## config.mk

```make
export PLATFORM = sky130hd
export DESIGN_NAME = demux_dispatch_ctrl_flat
export DESIGN_NICKNAME = d
export VERILOG_FILES = /design/src/rtl/demux_dispatch_ctrl_if.sv /design/src/rtl/demux_dispatch_ctrl.sv /design/src/flat_wrapper.sv
export SDC_FILE = /design/constraint.sdc
export NUM_CORES = 1
export LEC_CHECK = 0
export ABC_AREA = 1
export ABC_CLOCK_PERIOD_IN_PS = 2800
export CORE_ASPECT_RATIO = 0.6
export CORE_MARGIN = 5
export CORE_UTILIZATION = 49
export DETAILED_ROUTE_END_ITERATION = 7
export GPL_TIMING_DRIVEN = 0
export PLACE_DENSITY = 0.8
export SKIP_LAST_GASP = 1
export SYNTH_ARGS = -nofsm -noshare
export SYNTH_HDL_FRONTEND = slang
export SYNTH_SLANG_ARGS = --single-unit
```

## constraint.sdc

```tcl
create_clock -name clk -period 2.8 [get_ports clk]
set_input_delay 0.56 -clock clk [delete_from_list [all_inputs] [get_ports clk]]
set_output_delay 0.56 -clock clk [all_outputs]
set_load 0.01 [all_outputs]
```

## src/rtl/demux_dispatch_ctrl_if.sv

```systemverilog
// Handshake bundle between the producer, the dispatch
// controller and the eight demux consumers.
interface demux_dispatch_ctrl_if #(
   parameter int DW = 8
);
   logic          in_valid;
   logic [DW-1:0] in_data;
   logic [2:0]    in_dest;
   logic          mode;
   logic [7:0]    en_mask;
   logic          in_ready;
   logic [2:0]    sel;
   logic [DW-1:0] out_data;
   logic [7:0]    out_valid;
   logic [7:0]    out_ready;

   modport master (
      output in_valid, in_data, in_dest,
      output mode, en_mask, out_ready,
      input  in_ready, sel, out_data, out_valid
   );

   modport slave (
      input  in_valid, in_data, in_dest,
      input  mode, en_mask, out_ready,
      output in_ready, sel, out_data, out_valid
   );
endinterface

```

## src/rtl/demux_dispatch_ctrl.sv

```systemverilog
// Single-entry dispatch controller for the 1-to-8 demux:
// addressed or round-robin routing, hold until ready or timeout.
module demux_dispatch_ctrl #(
   parameter int DW      = 8,
   parameter int TIMEOUT = 16
) (
   input  logic                    clk,
   input  logic                    rst,
   demux_dispatch_ctrl_if.slave    bus,
   output logic                    err,
   output logic [15:0]             xfer_cnt,
   output logic [7:0]              drop_cnt
);
   localparam int WW = (TIMEOUT > 2) ? $clog2(TIMEOUT) : 1;

   typedef enum logic [0:0] {
      IDLE = 1'b0,
      HOLD = 1'b1
   } state_t;

   state_t        state_q, state_d;
   logic [2:0]    sel_q, sel_d;
   logic [DW-1:0] data_q, data_d;
   logic [WW-1:0] wait_q, wait_d;
   logic [2:0]    last_rr_q, last_rr_d;
   logic          err_q, err_d;
   logic [15:0]   xfer_q, xfer_d;
   logic [7:0]    drop_q, drop_d;

   logic [2:0]    rr_idx;
   logic [2:0]    rr_cand;
   logic          rr_hit;
   logic          rdy;
   logic          accept;

   // Circular search upward from the slot after last_rr.
   always_comb begin
      rr_idx  = last_rr_q;
      rr_cand = last_rr_q;
      rr_hit  = 1'b0;
      for (int i = 1; i <= 8; i++) begin
         rr_cand = last_rr_q + 3'(i);
         if (!rr_hit && bus.en_mask[rr_cand]) begin
            rr_idx = rr_cand;
            rr_hit = 1'b1;
         end
      end
   end

   // Handshake outputs decoded from registered state.
   always_comb begin
      rdy = !(bus.mode && (bus.en_mask == 8'h00));
      bus.in_ready  = (state_q == IDLE) && rdy;
      bus.sel       = sel_q;
      bus.out_data  = data_q;
      bus.out_valid = (state_q == HOLD) ? (8'b1 << sel_q)
                                        : 8'h00;
      accept = bus.in_valid && bus.in_ready;
   end

   // Next-state: accept, transfer, or timeout drop.
   always_comb begin
      state_d   = state_q;
      sel_d     = sel_q;
      data_d    = data_q;
      wait_d    = wait_q;
      last_rr_d = last_rr_q;
      err_d     = 1'b0;
      xfer_d    = xfer_q;
      drop_d    = drop_q;
      unique case (state_q)
         IDLE: begin
            if (accept) begin
               data_d  = bus.in_data;
               wait_d  = '0;
               state_d = HOLD;
               if (bus.mode) begin
                  sel_d     = rr_idx;
                  last_rr_d = rr_idx;
               end else begin
                  sel_d = bus.in_dest;
               end
            end
         end
         HOLD: begin
            if (bus.out_ready[sel_q]) begin
               xfer_d  = xfer_q + 16'd1;
               state_d = IDLE;
            end else if (wait_q == WW'(TIMEOUT-1)) begin
               err_d   = 1'b1;
               state_d = IDLE;
               if (drop_q != 8'hFF)
                  drop_d = drop_q + 8'd1;
            end else begin
               wait_d = wait_q + WW'(1);
            end
         end
         default: state_d = IDLE;
      endcase
   end

   // State registers with synchronous reset.
   always_ff @(posedge clk) begin
      if (rst) begin
         state_q   <= IDLE;
         sel_q     <= 3'd0;
         data_q    <= '0;
         wait_q    <= '0;
         last_rr_q <= 3'd7;
         err_q     <= 1'b0;
         xfer_q    <= 16'd0;
         drop_q    <= 8'd0;
      end else begin
         state_q   <= state_d;
         sel_q     <= sel_d;
         data_q    <= data_d;
         wait_q    <= wait_d;
         last_rr_q <= last_rr_d;
         err_q     <= err_d;
         xfer_q    <= xfer_d;
         drop_q    <= drop_d;
      end
   end

   assign err      = err_q;
   assign xfer_cnt = xfer_q;
   assign drop_cnt = drop_q;
endmodule
```

## src/flat_wrapper.sv

```systemverilog
// flat-port wrapper written by rule: the top's interface ports become plain ports
module demux_dispatch_ctrl_flat 
#(
   parameter int DW      = 8,
   parameter int TIMEOUT = 16
)
  (clk, rst, err, xfer_cnt, drop_cnt, bus_in_valid, bus_in_data, bus_in_dest, bus_mode, bus_en_mask, bus_out_ready, bus_in_ready, bus_sel, bus_out_data, bus_out_valid);
  demux_dispatch_ctrl_if #(.DW(DW)) bus_i ();
  input  logic clk;
  input  logic rst;
  output logic err;
  output logic [15:0] xfer_cnt;
  output logic [7:0] drop_cnt;
  input wire logic [$bits(bus_i.in_valid)-1:0] bus_in_valid;
  input wire logic [$bits(bus_i.in_data)-1:0] bus_in_data;
  input wire logic [$bits(bus_i.in_dest)-1:0] bus_in_dest;
  input wire logic [$bits(bus_i.mode)-1:0] bus_mode;
  input wire logic [$bits(bus_i.en_mask)-1:0] bus_en_mask;
  input wire logic [$bits(bus_i.out_ready)-1:0] bus_out_ready;
  output wire logic [$bits(bus_i.in_ready)-1:0] bus_in_ready;
  output wire logic [$bits(bus_i.sel)-1:0] bus_sel;
  output wire logic [$bits(bus_i.out_data)-1:0] bus_out_data;
  output wire logic [$bits(bus_i.out_valid)-1:0] bus_out_valid;
  assign bus_i.in_valid = bus_in_valid;
  assign bus_i.in_data = bus_in_data;
  assign bus_i.in_dest = bus_in_dest;
  assign bus_i.mode = bus_mode;
  assign bus_i.en_mask = bus_en_mask;
  assign bus_i.out_ready = bus_out_ready;
  assign bus_in_ready = bus_i.in_ready;
  assign bus_sel = bus_i.sel;
  assign bus_out_data = bus_i.out_data;
  assign bus_out_valid = bus_i.out_valid;
  demux_dispatch_ctrl #(.DW(DW), .TIMEOUT(TIMEOUT)) u_core (.clk(clk), .rst(rst), .bus(bus_i), .err(err), .xfer_cnt(xfer_cnt), .drop_cnt(drop_cnt));
endmodule
```

After elaboration in Yosys (flattened, before gate mapping)
Index checks and enable logic that the tools add are counted.
{"block": "word_totals", "elab_cells": 104, "out_inout_bits": 45, "regBits": 44, "inputBits": 31}
{"block": "classes", "reduce_logical": 25, "add_sub_neg": 10, "muxes": 44, "bitwise_logic": 2, "n_shift": 1, "n_lt_le_gt_ge": 9, "n_eq_ne": 5}
{"operator": "$lt 3x4->1 const B", "count": 9}
{"operator": "$bmux 1 s3", "count": 9}
{"operator": "$mux 3", "count": 9}
{"operator": "$mux 1", "count": 20}
{"operator": "$add 16x1->16 const B", "count": 1}
{"operator": "$add 3x3->3 const B", "count": 4}
{"operator": "$mux 4", "count": 3}
{"operator": "$logic_and 1x1->1", "count": 10}
{"operator": "$add 8x1->8 const B", "count": 1}
{"operator": "$logic_not 1->1", "count": 8}
{"operator": "$logic_not 8->1", "count": 1}
{"operator": "$mux 8", "count": 1}
{"operator": "$ne 8x8->1 const B", "count": 1}
{"operator": "$pmux 4 s2", "count": 1}
{"operator": "$shl 1x3->8 const A", "count": 1}
{"operator": "$add 3x2->3 const B", "count": 2}
{"operator": "$reduce_and 3->1", "count": 2}
{"operator": "$add 4x1->4 const B", "count": 1}
{"operator": "$eq 4x4->1 const B", "count": 1}
{"operator": "$ne 2x2->1 const B", "count": 2}
{"operator": "$reduce_and 2->1", "count": 2}
{"operator": "$reduce_and 4->1", "count": 1}
{"operator": "$add 3x1->3 const B", "count": 1}
{"operator": "$reduce_or 3->1", "count": 1}
{"operator": "3 further kinds", "count": 4}

Depth between registers and ports, before layout
Gate-level depths: netlist of the first run.
{"block": "logic_depth", "ltp_word": 26, "ltp_mapped": 18, "mapped_depth_nobuf": 16}

Least setup slack after synthesis of the first run
OpenSTA, ideal clock, no wires.
{"block": "synth_path", "kind": "register -> register", "from": "register u_core.last_rr_q[0]", "to": "register u_core.sel_q[2], in the netlist u_core.bus.sel[2]", "setup_time_ps": 131, "arrival_time_ps": 2056, "path_slack_ps": 614, "t_required_ps": 2669, "stages_incl_launch_ff": 19, "period_less_slack_ps": 2186, "n_path_buf": 2, "cell_sequence": "dfxtp_1 > inv_2 > buf_6 > ha_1 > buf_4 > inv_1 > nand3_2 > nand3_4 > nand2_4 > inv_6 > nand3_4 > nor2_4 > nand4_4 > nand2_1 > inv_1 > nand2_1 > nand2_1 > nand2_1 > a21oi_2"}
{"block": "synth_via", "elab_chain_len": 26, "word_cells_on_any_way": 53, "classes_between": "add/sub: 7; mux: 32; reduce/logical: 14"}
{"element": "start, declared", "line_no": "demux_dispatch_ctrl.sv:25", "source": "logic [2:0] last_rr_q, last_rr_d;"}
{"element": "start signal, assigned", "line_no": "demux_dispatch_ctrl.sv:118", "source": "last_rr_q <= last_rr_d;"}
{"element": "$add 3x1->3", "line_no": "demux_dispatch_ctrl.sv:42", "source": "rr_cand = last_rr_q + 3'(i);"}
{"element": "$bmux 1 s3", "line_no": "demux_dispatch_ctrl.sv:43", "source": "if (!rr_hit && bus.en_mask[rr_cand]) begin"}
{"element": "$mux 1 (not written as such)", "line_no": "demux_dispatch_ctrl.sv:43"}
{"element": "$mux 1", "line_no": "demux_dispatch_ctrl.sv:43"}
{"element": "$logic_not 1->1", "line_no": "demux_dispatch_ctrl.sv:43"}
{"element": "$logic_and 1x1->1", "line_no": "demux_dispatch_ctrl.sv:43"}
{"element": "$mux 1", "line_no": "demux_dispatch_ctrl.sv:43"}
{"element": "$logic_not 1->1", "line_no": "demux_dispatch_ctrl.sv:43"}
{"element": "[10 not listed]"}
{"element": "$mux 1", "line_no": "demux_dispatch_ctrl.sv:43"}
{"element": "$logic_not 1->1", "line_no": "demux_dispatch_ctrl.sv:43"}
{"element": "$logic_and 1x1->1", "line_no": "demux_dispatch_ctrl.sv:43"}
{"element": "$mux 1", "line_no": "demux_dispatch_ctrl.sv:43"}
{"element": "$logic_not 1->1", "line_no": "demux_dispatch_ctrl.sv:43"}
{"element": "$logic_and 1x1->1", "line_no": "demux_dispatch_ctrl.sv:43"}
{"element": "$mux 3 *", "line_no": "demux_dispatch_ctrl.sv:43"}
{"element": "$mux 3 *", "line_no": "demux_dispatch_ctrl.sv:77", "source": "if (bus.mode) begin"}
{"element": "end signal, assigned", "line_no": "demux_dispatch_ctrl.sv:115", "source": "sel_q <= sel_d;"}
{"element": "end, declared", "line_no": "demux_dispatch_ctrl.sv:22", "source": "logic [2:0] sel_q, sel_d;"}
Every way passes the cells marked *; elsewhere a longest branch is shown, timed or not. The select of a mux whose other input is x is not followed.
A chain may end at the register's enable or synchronous reset.

Worst setup path after layout of the first run
{"block": "layout_path", "from": "input bus_en_mask[1]", "to": "output bus_in_ready"}
{"block": "layout_via", "elab_chain_len": 4}
{"element": "start, declared", "line_no": "flat_wrapper.sv:18", "source": "input wire logic [$bits(bus_i.en_mask)-1:0] bus_en_mask;"}
{"element": "$logic_not 8->1", "line_no": "demux_dispatch_ctrl.sv:52", "source": "rdy = !(bus.mode && (bus.en_mask == 8'h00));"}
{"element": "$logic_and 1x1->1", "line_no": "demux_dispatch_ctrl.sv:52"}
{"element": "$logic_not 1->1", "line_no": "demux_dispatch_ctrl.sv:52"}
{"element": "$logic_and 1x1->1", "line_no": "demux_dispatch_ctrl.sv:53", "source": "bus.in_ready = (state_q == IDLE) && rdy;"}
{"element": "end, declared", "line_no": "flat_wrapper.sv:20", "source": "output wire logic [$bits(bus_i.in_ready)-1:0] bus_in_ready;"}
Every way passes these cells.

==> impl_results.md, run 1 <==
- PD cells: 459.8 nW/µm²
- First-pass GRT wire length: 13690 µm
- Seq cells post-synth: 44
- Reg2reg path depth: 15
- Worst-path cell chain: clkdlybuf4s50_1 -> nor4_1 -> a31oi_1 -> clkdlybuf4s50_1
- Clock transition at path regs: 0.08 ns
- Fin crit share: 92.92%
- Antenna violations before repair: 0
- Hold Crit Class: reg2reg
- Post-synthesis sequential area ratio: 29.88%
- Syn. warnings: 0
- H-tree levels: 2
- # rows: 21
- Routed Antenna Nets: 0
- Worst EP required: 2.24 ns
- WL per Instance: 13.95 µm
- Initial core utilization: 51.70%
- Critical path depth: 4
- Via density: 5.416
- Setup Fix Bufs, Post-CTS: 0
- GPL Wtd Cong: 1.030
- Syn Area/Cell: 6.624 µm²
- Max Fclk: 0.3844 GHz
- Most frequent cells after synthesis: nand2_1, dfxtp_1, inv_1
- Crit end category: primary output
- Layout Nets: 563
- Tot GR Track Use: 21.73%
- Die width: 110.1 µm
- Post-route setup slack: 0.1983 ns
- Inserted Clock Buffers: 5
- Final Skew: 0.007100 ns
- Post-Syn Area: 2948 µm²
- Total chip power: 1792 µW
- Hold Fails Final Rpt: 0
- TNS Setup: 0 ns
- Mapped Nets: 481
- Layout cells sized above 1: 10.04%
- Count of final setup violators: 0
- # IOs: 76
- Area growth syn-to-layout: 32.22%
- Crit path from: bus_en_mask[1]
- Diode count: 0
- CTS root buffer: clkbuf_8
- RR Endpoint: u_core.last_rr_q[1]$_SDFFE_PP1P_
- Starting DRT DRC Count: 326
- Crit path arrival time: 2.04 ns
- Lkg Pwr: 0.001568 µW
- Vias in the first global route: 2906
- Most common cell in the netlist: nand2_1
- CP Buf/Inv Count: 2
- Reg2reg setup slack: 0.21 ns
- Die Span Y: 70.08 µm
- DR vias: 3293
- Critical Path Most Common Cell: clkdlybuf4s50_1
- Critical Path End: bus_in_ready
- Post-synth ARST share: 0%
- Grt ovf: 0
- Top post-synthesis cells by area: dfxtp_1, nand2_1, nand3_1
- Max-slew violation count: 0
- Hold Slack: 0.4683 ns
- I/O Buffers: 75
- Library cells used by synthesis: 41
- Largest net degree at the start of global routing: 14
- Max clock buf depth: 2
- Synth Instances: 445
- Worst hold path startpoint: u_core.bus.out_data[7]$_SDFFE_PP0P_
- Full die area: 7718 µm²
- Least-Margin Pin Slew: 0.5609 ns
- Clk_lat worst skew: 0.30 ns
- Core Util, Final: 68.36%
- CTS tree: yes
- Max rail drop VDD: 0.0002700 V
- TritonCTS Sinks: 44
- R2R Path Start: u_core.last_rr_q[1]$_SDFFE_PP1P_
- Post-Route WL: 8482 µm
- Worst slew margin: 62.61%
- Pre-Repair DR Iteration Count: 5
- Dpl hpwl: 6688 µm
- DP Worst Slack: 0.2092 ns
- WS Path Type: in2out
- Outcome: completed
- Top-area cell type share of the netlist area: 29.88%
- Post-synth EDFFs: 0
- Worst path slowest cell: clkdlybuf4s50_1
- Max incr delay on CP: 0.50 ns
- Core area: 5702 µm²
- DRC: 0
- Most used DFF post-synth: dfxtp_1
- CP startpoint kind: primary input
- Final Critical Period: 2.602 ns
- Max_cap viols: 0
- Post-synth top area cell: dfxtp_1
- Worst-path maximum fanout: 3
- CP top delay family: buffers and inverters
## metal layers
layer  up-vias  part of all wire, %  track usage, %
li1       1626                    -               -
met1      1486                   48           33.82
met2       173                   38           28.90
met3         8                   13           7.827
met4         0                 0.42           2.596
met5         -                    0               0
## layout make-up
| type | count | area (µm²) |
|---|---|---|
| multi-input cells | 337 | 1793 |
| fillers | 496 | 1804 |
| well taps | 80 | 100.1 |
| clock inverters | 1 | 7.507 |
| repair buffers | 75 | 750.7 |
| plain buffers | 12 | 73.82 |
| clock buffers | 7 | 86.33 |
| flip-flops and latches | 44 | 882.1 |
| inverters | 52 | 203.9 |
## cell usage in the layout, fill, tap and decap left out, types with 3 or more instances in the layout
cell type          n
a21oi_1           33
buf_4              3
clkbuf_1           6
clkbuf_8           6
clkdlybuf4s50_1   75
dfxtp_1           43
ha_1               5
inv_1             43
inv_2              5
nand2_1          133
nand2_2            4
nand2_4            4
nand3_1           42
nand3_2            8
nand4_1            8
nor2_1            34
nor3_1            13
nor4_1             6
o21ai_0           14
xnor2_1            4
xor2_1             5
## flip-flops by register name, indices dropped and copies added, names as in the netlist
register             count
u_core.state_q           1
u_core.last_rr_q         3
u_core.err               1
u_core.xfer_cnt         16
u_core.bus.out_data      8
u_core.wait_q            4
u_core.drop_cnt          8
u_core.bus.sel           3
## power by group
part	switching (µW)	leakage (µW)	total (µW)	internal, µW
registers	26.1	0.000357	677	651
logic	432	0.00117	695	263
clock network	220	0.0000445	420	201
## per-stage QoR
step                      instances  instance area (µm²)
final                           608                 3897
after global routing            608                 3897
after CTS                       608                 3892
after detailed placement        600                 3799
after global placement          600                 3799
after floorplan                 445                 2948
## cells by family after synthesis
| kind of cell | count (synthesis) | share of synthesized area [%] |
|---|---|---|
| and+or+nand+nor | 262 | 43.46 |
| xor gates and xnor gates | 11 | 4.160 |
| buffers and inverters | 64 | 9.296 |
| AOI/OAI and AO/OA | 59 | 11.08 |
| DFF | 44 | 29.88 |
| adders and majority gates | 5 | 2.122 |
## worst min-delay path by stage
stage,to,cells past startpoint
final,u_core.bus.out_data[7]$_SDFFE_PP0P_,2
after global routing,u_core.bus.out_data[7]$_SDFFE_PP0P_,2
after CTS,u_core.bus.out_data[7]$_SDFFE_PP0P_,2
after detailed placement,u_core.bus.out_data[2]$_SDFFE_PP0P_,2
after global placement,u_core.bus.out_data[2]$_SDFFE_PP0P_,2
after floorplan,u_core.wait_q[0]$_SDFFE_PP0P_,1
## worst min-delay path, delay by kind of cell (launching register included)
| family | cells | cell delay (ns) |
|---|---|---|
| AOI/OAI and AO/OA | 1 | 0.05 |
| and+or+nand+nor | 1 | 0.06 |
| DFF | 1 | 0.32 |
## timing repair
action,4_1_cts,5_1_grt
resized for setup,0,3
hold buffers,0,0
setup endpoints to repair,0,3
(Power assumes the default switching activity.)
==> run 2: changes to the inputs <==
CELL_PAD_IN_SITES_DETAIL_PLACEMENT = 1   (was default)
CELL_PAD_IN_SITES_GLOBAL_PLACEMENT = 2   (was default)
CORE_UTILIZATION = 26   (was 49)
PLACE_DENSITY = default   (was 0.8)
PLACE_DENSITY_LB_ADDON = 0.1   (was default)
SKIP_LAST_GASP = default   (was 1)
==> run 2 against run 1 <==
Against the previous run: sequential power hardly changed; global-route usage fell by 6.1 points; routed wire length grew 25%; combinational power grew 3.9%; die area up 77%; sequential share of layout area is 0.93 points lower; critical path type unchanged; largest cell class unchanged.
==> impl_results.md, run 2 (synthesis gave the netlist of run 1 again) <==
- TritonCTS Sinks: 44 (unchanged)
- Reg2reg path depth: 16 (+1)
- Worst-path cell chain: clkdlybuf4s50_1 -> nor4_1 -> a31oi_1 -> clkdlybuf4s50_1
- Post-route setup slack: 0.04230 ns (-0.1560 ns)
- Post-Route WL: 10620 µm (+25%)
- Worst Hold End: u_core.bus.out_data[4]$_SDFFE_PP0P_
- Initial core utilization: 26.35% (-25 points)
- Routed Antenna Nets: 0 (unchanged)
- Commonest non-fill, non-tap cell in the layout: nand2_1
- Grt ovf: 0 (unchanged)
- WL per Instance: 15.78 µm (+13%)
- RSZ-0062 raised after global routing: no
- Full die area: 13640 µm² (+77%)
- Max_cap viols: 0 (unchanged)
- Core Util, Final: 36.29% (-32 points)
- WS Path Type: in2out
- Fin crit share: 98.49% (+5.6 points)
- Final Critical Period: 2.758 ns (+0.1560 ns)
- Max clock buf depth: 2 (unchanged)
- Worst slew margin: 54.48% (-8.1 points)
- Int Power: 1339 µW (+20%)
- Logic pwr share: 34.9% (-3.9 points)
- Layout Nets: 564 (+0.18%)
- Starting DRT DRC Count: 124 (-62%)
- Switching pwr: 730.3 µW (+7.8%)
- Sw frac: 35.30% (-2.5 points)
- Final Skew: 0.006588 ns (-0.0005126 ns)
- Hold Crit Class: reg2reg
- Max rail drop VDD: 0.0002394 V (-11%)
- Critical Path Most Common Cell: clkdlybuf4s50_1
- I/O Buffers: 75 (unchanged)
- PD cells: 509.8 nW/µm² (+11%)
- Max incr delay on CP: 0.52 ns (+0.02 ns)
- Die width: 147.5 µm (+34%)
- Core area: 11190 µm² (+96%)
- Dpl hpwl: 8673 µm (+30%)
- # rows: 30 (+43%)
- Layout cells sized above 1: 10.40% (+0.36 points)
- First-pass GRT wire length: 17040 µm (+25%)
- DRC: 0 (unchanged)
- Crit end category: primary output
- Worst hold path startpoint: u_core.bus.out_data[4]$_SDFFE_PP0P_
- Max-slew violation count: 0 (unchanged)
- Via density: 4.736 (-13%)
- R2R Path Start: u_core.last_rr_q[1]$_SDFFE_PP1P_
- Inserted Clock Buffers: 5 (unchanged)
- CTS tree: yes
- Worst-path maximum fanout: 3 (unchanged)
- TNS Setup: 0 ns (unchanged)
- Number of flip-flops under the largest register name: 16 (unchanged)
- DR vias: 3187 (-3.2%)
- Clk_lat worst skew: 0.29 ns (about the same)
- Vias in the first global route: 3158 (+8.7%)
- # IOs: 76 (unchanged)
- GPL Wtd Cong: 0.8366 (-19%)
- Die Span Y: 92.48 µm (+32%)
- Reg2reg setup slack: 0.24 ns (+0.03 ns)
- Clock Power Share: 32.2% (+8.7 points)
- Worst path slowest cell: clkdlybuf4s50_1
- Hold Fails Final Rpt: 0 (unchanged)
- Diode count: 0 (unchanged)
- Antenna violations before repair: 0 (unchanged)
- CP startpoint kind: primary input
- Lkg Pwr: 0.001609 µW (+2.6%)
- Largest net degree at the start of global routing: 14 (unchanged)
- WHS Path Cells: 2 (unchanged)
- Fillers: 1416 (+190%)
- Most frequent cells in the layout: nand2_1, clkdlybuf4s50_1, dfxtp_1
- Count of final setup violators: 0 (unchanged)
- Tot GR Track Use: 15.68% (-6.1 points)
- RR Endpoint: u_core.last_rr_q[1]$_SDFFE_PP1P_
- DP Worst Slack: 0.05065 ns (-0.1585 ns)
- H-tree levels: 2 (unchanged)
- Pre-Repair DR Iteration Count: 4 (-1)
- Clock transition at path regs: 0.06 ns (-0.02 ns)
- Outcome: completed
- Sequential Power Share: 32.9% (-4.9 points)
- Crit path arrival time: 2.20 ns (+0.16 ns)
- Worst EP required: 2.24 ns (about the same)
- CTS root buffer: clkbuf_16
- Least-Margin Pin Slew: 0.6829 ns (+0.1220 ns)
- Area growth syn-to-layout: 37.69%
- Max Fclk: 0.3626 GHz (-5.7%)
==> run 2: worst max-delay path, delay by kind of cell <==
family | cells | cell delay, ns
buf+inv | 2 | 0.98
compound gates | 1 | 0.19
simple gates | 1 | 0.46
==> run 2: timing repair <==
item / 4_1_cts / 5_1_grt
buffers inserted: 0 / 1
hold buffers: 0 / 0
setup endpoints to repair: 0 / 6
resized for setup: 0 / 4
==> run 2: worst max path at each step <==
stage,slack [ns],from,cells after the start,end
2_1_floorplan,0.61,u_core.last_rr_q[0]$_SDFFE_PP1P_,18,u_core.bus.sel[2]$_SDFFE_PP0P_
3_3_place_gp,0.03,bus_en_mask[1],4,bus_in_ready
3_5_place_dp,0.05,bus_en_mask[1],4,bus_in_ready
4_1_cts,0.05,bus_en_mask[1],4,bus_in_ready
5_1_grt,0.01,bus_en_mask[1],4,bus_in_ready
6_report,0.04,bus_en_mask[1],4,bus_in_ready
==> run 2: power groups by stage <==
stage / combinational, µW / clock [µW] / sequential [µW]
3_5_place_dp: 715 / 0 / 694
5_1_grt: 803 / 719 / 683
2_1_floorplan: 476 / 0 / 692
6_report: 722 / 667 / 680
3_3_place_gp: 702 / 0 / 693
4_1_cts: 718 / 692 / 680
==> run 2: final cells by class <==
class                           instances  area, µm²  area share (%)
Timing Repair Buffer                   76      758.2           18.68
Clock inverter                          2      35.03          0.8631
Clock buffer                            6      128.9           3.175
Multi-Input combinational cell        337       1798           44.30
Sequential cell                        44      880.8           21.70
Buffer                                 12      73.82           1.819
Tap cell                              144      180.2           4.439
Inverter                               52      203.9           5.025
==> run 2: routing by layer <==
metal / up-vias / track usage (%) / share of wire (%)
li1: 1622 / - / -
met2: 75 / 20.41 / 36
met3: 4 / 4.988 / 6.9
met4: 0 / 2.171 / 0.32
met1: 1486 / 24.84 / 57
met5: - / 0 / 0
==> run 2: metrics by stage <==
step / area [µm²] / total power [µW] / std cells / hold slack, ns
after floorplan: 2948 / 1168 / 445 / 0.4475
after global placement: 3879 / 1395 / 664 / 0.4511
after detailed placement: 3879 / 1409 / 664 / 0.4599
after CTS: 4043 / 2090 / 672 / 0.4680
after global routing: 4059 / 2205 / 673 / 0.4926
final: 4059 / 2069 / 673 / 0.4649
